**src/rtl/gcd_operand_packer_pkg.sv**
```systemverilog
// Shared types and constants for the GCD operand packer.
// Also used by the GCD engine and its bench.
package gcd_operand_packer_pkg;

  localparam int OPERAND_WIDTH = 16;
  localparam int REQ_WIDTH     = 2 * OPERAND_WIDTH;

  typedef enum logic {
    GET_A = 1'b0,
    GET_B = 1'b1
  } pack_state_e;

  // First operand goes in the upper half of a request.
  function automatic logic [REQ_WIDTH-1:0] pack_pair(
    input logic [OPERAND_WIDTH-1:0] a,
    input logic [OPERAND_WIDTH-1:0] b
  );
    return {a, b};
  endfunction

endpackage

```
**src/rtl/gcd_operand_packer_pair_fifo.sv**
```systemverilog
// Circular pair buffer with wrap-bit pointers.
// Head reads as zero whenever the buffer is empty.
module pair_fifo
  import gcd_operand_packer_pkg::*;
#(
  parameter int WIDTH = REQ_WIDTH,
  parameter int DEPTH = 2,
  parameter int AW    = $clog2(DEPTH),
  parameter int PW    = AW + 1
) (
  input  logic             clk,
  input  logic             reset,
  input  logic             flush,
  input  logic             push,
  input  logic [WIDTH-1:0] push_data,
  input  logic             pop,
  output logic             full,
  output logic             empty,
  output logic [WIDTH-1:0] head,
  output logic [PW-1:0]    level
);

  logic [PW-1:0]    wptr;
  logic [PW-1:0]    rptr;
  logic [WIDTH-1:0] mem [DEPTH];
  logic             do_push;
  logic             do_pop;

  assign empty = (wptr == rptr);
  assign full  = (wptr[AW] != rptr[AW]) &&
                 (wptr[AW-1:0] == rptr[AW-1:0]);
  assign level = wptr - rptr;

  assign do_push = push && !full && !flush;
  assign do_pop  = pop && !empty && !flush;

  assign head = empty ? '0 : mem[rptr[AW-1:0]];

  // Pointer update; flush rewinds both to zero.
  always_ff @(posedge clk or negedge reset) begin
    if (!reset) begin
      wptr <= '0;
      rptr <= '0;
    end else if (flush) begin
      wptr <= '0;
      rptr <= '0;
    end else begin
      if (do_push) wptr <= wptr + 1'b1;
      if (do_pop)  rptr <= rptr + 1'b1;
    end
  end

  // Storage write; contents are don't-care while empty.
  always_ff @(posedge clk) begin
    if (do_push) mem[wptr[AW-1:0]] <= push_data;
  end

endmodule

```
**src/rtl/gcd_operand_packer.sv**
```systemverilog
// Pairs serial operands as {a, b} and queues them
// as requests for the GCD engine.
module gcd_operand_packer
  import gcd_operand_packer_pkg::*;
#(
  parameter int WIDTH = OPERAND_WIDTH,
  parameter int DEPTH = 2,
  parameter int CNT_W = 16
) (
  input  logic               clk,
  input  logic               reset,
  input  logic               flush,
  input  logic [WIDTH-1:0]   in_data,
  input  logic               in_valid,
  output logic               in_ready,
  output logic [2*WIDTH-1:0] out_data,
  output logic               out_valid,
  input  logic               out_ready,
  output logic [CNT_W-1:0]   pairs_sent,
  output logic               half_pending
);

  localparam int PW = $clog2(DEPTH) + 1;

  pack_state_e      state_q;
  pack_state_e      state_d;
  logic [WIDTH-1:0] a_q;
  logic [WIDTH-1:0] a_d;
  logic             rdy_q;
  logic             rdy_d;
  logic [CNT_W-1:0] cnt_q;

  logic               fire_in;
  logic               push;
  logic               pop;
  logic               f_full;
  logic               f_empty;
  logic [PW-1:0]      f_level;
  logic [PW-1:0]      lvl_nx;
  logic [2*WIDTH-1:0] pair;

  assign in_ready     = rdy_q;
  assign half_pending = (state_q == GET_B);
  assign out_valid    = !f_empty;
  assign pairs_sent   = cnt_q;

  assign fire_in = in_valid && rdy_q;
  assign push    = fire_in && (state_q == GET_B) &&
                   !f_full && !flush;
  assign pop     = out_valid && out_ready && !flush;
  assign lvl_nx  = f_level + PW'(push) - PW'(pop);

  if (WIDTH == OPERAND_WIDTH) begin : g_pack
    assign pair = pack_pair(a_q, in_data);
  end else begin : g_cat
    assign pair = {a_q, in_data};
  end

  pair_fifo #(
    .WIDTH (2*WIDTH),
    .DEPTH (DEPTH)
  ) u_fifo (
    .clk       (clk),
    .reset     (reset),
    .flush     (flush),
    .push      (push),
    .push_data (pair),
    .pop       (pop),
    .full      (f_full),
    .empty     (f_empty),
    .head      (out_data),
    .level     (f_level)
  );

  // Next state, a capture and registered ready.
  always_comb begin
    state_d = state_q;
    a_d     = a_q;
    unique case (state_q)
      GET_A: begin
        if (fire_in) begin
          a_d     = in_data;
          state_d = GET_B;
        end
      end
      GET_B: begin
        if (fire_in) state_d = GET_A;
      end
      default: state_d = GET_A;
    endcase
    if (flush) begin
      state_d = GET_A;
      a_d     = '0;
    end
    rdy_d = (state_d == GET_A) ||
            (lvl_nx != PW'(DEPTH));
  end

  // FSM, a operand and ready registers.
  always_ff @(posedge clk or negedge reset) begin
    if (!reset) begin
      state_q <= GET_A;
      a_q     <= '0;
      rdy_q   <= 1'b0;
    end else begin
      state_q <= state_d;
      a_q     <= a_d;
      rdy_q   <= rdy_d;
    end
  end

  // Issued-pair counter, wraps naturally.
  always_ff @(posedge clk or negedge reset) begin
    if (!reset) begin
      cnt_q <= '0;
    end else if (flush) begin
      cnt_q <= '0;
    end else if (pop) begin
      cnt_q <= cnt_q + 1'b1;
    end
  end

endmodule
```
**config.mk**
```make
export PLATFORM = sky130hd
export DESIGN_NAME = gcd_operand_packer
export DESIGN_NICKNAME = d
export VERILOG_FILES = /design/src/rtl/gcd_operand_packer_pkg.sv /design/src/rtl/gcd_operand_packer_pair_fifo.sv /design/src/rtl/gcd_operand_packer.sv
export SDC_FILE = /design/constraint.sdc
export NUM_CORES = 1
export LEC_CHECK = 0
export CORE_ASPECT_RATIO = 1.5
export CORE_MARGIN = 1
export CORE_UTILIZATION = 30
export DETAILED_ROUTE_END_ITERATION = 12
export PLACE_DENSITY_LB_ADDON = 0.15
export SYNTH_ARGS = -nofsm -noshare
export SYNTH_HDL_FRONTEND = slang
export SYNTH_SLANG_ARGS = --single-unit
export TNS_END_PERCENT = 5
```
**constraint.sdc**
```tcl
create_clock -name clk -period 4.5 [get_ports clk]
set_clock_uncertainty 0.15 [all_clocks]
set_input_delay 0.45 -clock clk [delete_from_list [all_inputs] [get_ports clk]]
set_output_delay 0.45 -clock clk [all_outputs]
set_load 0.01 [all_outputs]
```
==> impl_metrics.yaml <==
sta:
  max_slew.worst_pin.slew_ps: 1003
  max_slew_margin_pct: 33.01
  report.final.hold_viol_count: 0
  finalMaxSlewViolations: 0
  fin_tns_setup_ps: 0
  min_period_ps: 2960
  fmaxAchievable_mhz: 337.9
  setup_violations: 0
  share_of_the_cycle_needed_by_the_critical_path_after_routing_pct: 65.77
  rsz0062_at_grt: "false"
synthesis:
  synth_area_mm2: 0.004197
  post-synth-top-area-cell: "edfxtp_1"
  synth_commonest_cells: "edfxtp_1, nor2_1, dfrtp_1, mux2i_1, a22o_1"
  synthesis.nets: 326
  synth_warnings: 0
  yosysMostFrequentCell: "edfxtp_1"
  ys_dominant_reg_cell: "edfxtp_1"
  synth_sequential_area_ratio_pct: 68.46
  synth_seq_cells: 102
  synth-edff-count: 64
  synthArstFlopShare_pct: 37.25
  yosys.area.top_type_share_pct: 45.80
  synth.area.top_cells: "edfxtp_1, dfrtp_1, mux2i_1"
  ys_types: 34
  netlist_instances: 301
  synthesis.area_per_instance_um2: 13.94
final_layout:
  final_layout_size_suffix_gt1_share_pct: 9.235
  area.growth.synth_to_final_pct: 28.77
  diodes_inserted: 0
  fin_util_pct: 39.74
  final_net_count: 399
grt:
  global_route.overflow_total: 0
  first_pass_grt_wire_length_um: 14230
  antenna_found_initial: 0
  overall_routing_resource_usage_pct: 12.83
  grt_start_max_net_pins: 39
  first_global_vias: 2844
clock_network:
  post-cts-setup-buffers: 0
  clock_slew_at_the_register_clock_pins_of_the_worst_setup_and_hold_paths_ps: 70
  numClockSinks: 102
  postCtsHoldBufs: 0
  clock_insertion_delay_worst_skew_ps: 340
  tritoncts_buffers: 9
  post_cts.resized_instances: 0
  clock_tree.root_cell: "clkbuf_16"
  ctsLongestPathBuffers: 2
  cts_tree: "done"
  cts_max_level: 3
floorplanning:
  die_height_um: 146.9
  floorplan.io_pins: 72
  effective_utilization_at_floorplan_pct: 30.86
  num_rows: 52
  fp.coreArea_mm2: 0.01360
  horizontal_die_dimension_um: 98.57
  fp.dieArea_mm2: 0.01448
pwr:
  power_density_mw_per_mm2: 408.4
  ir_worst_vdd_uv: 187.1
  post-layout-total-power_uw: 2207
  leakage_uw: 0.001939
worst_setup_path:
  crit_start: "u_fifo.wptr[0]"
  slowest_stage: "dfrtp_1"
  timing.critical_path.slowest_cell_delay_ps: 570
  path_cells: "xor2_2, nor2_2, buf_4, nor2_1, clkdlybuf4s50_1"
  timing.setup.critical_path_class: "reg -> out"
  critPathMaxFanout: 33
  crit_required_ps: 3900
  critical_path.startpoint_type: "register"
  critical_path.reg2reg.startpoint: "u_fifo.wptr[0]"
  cp-end-kind: "output port"
  worst-endpoint-arrival_ps: 2360
routing:
  dr_wl_met2_um: 4735
  vias_per_cell: 4.719
  dr_total_vias: 2553
  drc_errors: 0
  top_layer: "met4"
  detail_route.iter0.violations: 75
  wl_met3_um: 300
  drt-met1-wl_um: 3400
  avgRoutedWirePerCell_um: 15.87
  antenna_left: 0
  overall_routed_net_length_um: 8586
  dr.pass1.iters: 4
min_path:
  timing.hold.worst.class: "in -> async"
run_status:
  result_of_the_run: "finished clean"
flow_run:
  max_cap_violations: 0
placed_design:
  placement.io_buffers: 71
  detailedPlacementHpwl_um: 5419
  last_weighted_congestion_value_of_the_routability_driven_placer: 0.7786
cells in the final DEF, fill, tap and decap left out, types with 4 or more instances in the layout:
master / n
clkdlybuf4s50_1: 70
edfxtp_1: 64
nor2_1: 46
dfrtp_1: 37
mux2i_1: 34
a22o_1: 16
a21oi_1: 10
clkbuf_16: 9
nand2_1: 8
inv_1: 7
xnor2_1: 6
o21ai_0: 6
xor2_1: 6
and3_1: 4
o211ai_1: 4
buf_4: 4
worst paths after layout:
check | endpoint | slack, ps | cells after the start
worst max-delay path | out_data[15] | 1540 | 5
max in group asynchronous | u_fifo.rptr[0] | 3470 | 1
worst min register to register | u_fifo.mem[1][17] | 320 | 0
min in group clk | u_fifo.mem[1][17] | 320 | 0
worst max register to register | in_ready | 1550 | 8
worst min-delay path | pairs_sent[0] | 100 | 1
flip-flops by register name (all words and copies together) (netlist names):
register	count
u_fifo.wptr	2
u_fifo.mem	64
in_ready	1
pairs_sent	16
a_q	16
u_fifo.rptr	2
half_pending	1
area by class of cell:
cell class                      instances  area, um2
Timing Repair Buffer                   75      735.7
Clock inverter                          7      81.33
Clock buffer                            9      225.2
Tap cell                              162      202.7
Sequential cell                       102       2874
Inverter                                7      26.28
Fill cell                            1325       8194
Multi-Input combinational cell        179       1259
layer usage:
layer,global-route usage (%),vias to the layer above
met1,13.79,1253
met5,0,-
met4,7.239,0
met3,1.855,10
met2,23.80,49
li1,-,1241
kinds of logic (layout without fill, tap and decap cells):
kind of cell | after synthesis | after routing | share of synthesized area [%]
buf+inv | 20 | 98 | 2.147
flops | 102 | 102 | 68.46
mux | 35 | 35 | 8.378
xor+xnor | 14 | 14 | 3.280
simple gates | 82 | 82 | 8.915
fa+ha+maj | 4 | 4 | 1.372
compound gates | 44 | 44 | 7.454
where the power goes:
part | internal (uW) | switching, uW
Clock | 439 | 349
Sequential | 1030 | 20.2
Combinational | 177 | 189
stage by stage:
step / cell area (um2) / instances / worst slack (ps) / hold slack [ps]
floorplan: 4197 / 301 / 1480 / 4.409
global placement: 5097 / 525 / 1281 / 300.3
detailed placement: 5097 / 525 / 1179 / 304.6
CTS: 5404 / 541 / 1494 / 138.6
global route: 5404 / 541 / 1346 / 186.1
finish: 5404 / 541 / 1540 / 98.64
critical path, delay by kind of cell (launching register included):
kind                   cells  cell delay, ps
flip-flops                 1             570
AND/OR/NAND/NOR            2             250
buffers and inverters      2             810
XOR/XNOR                   1             370
(Power assumes the default switching activity.)
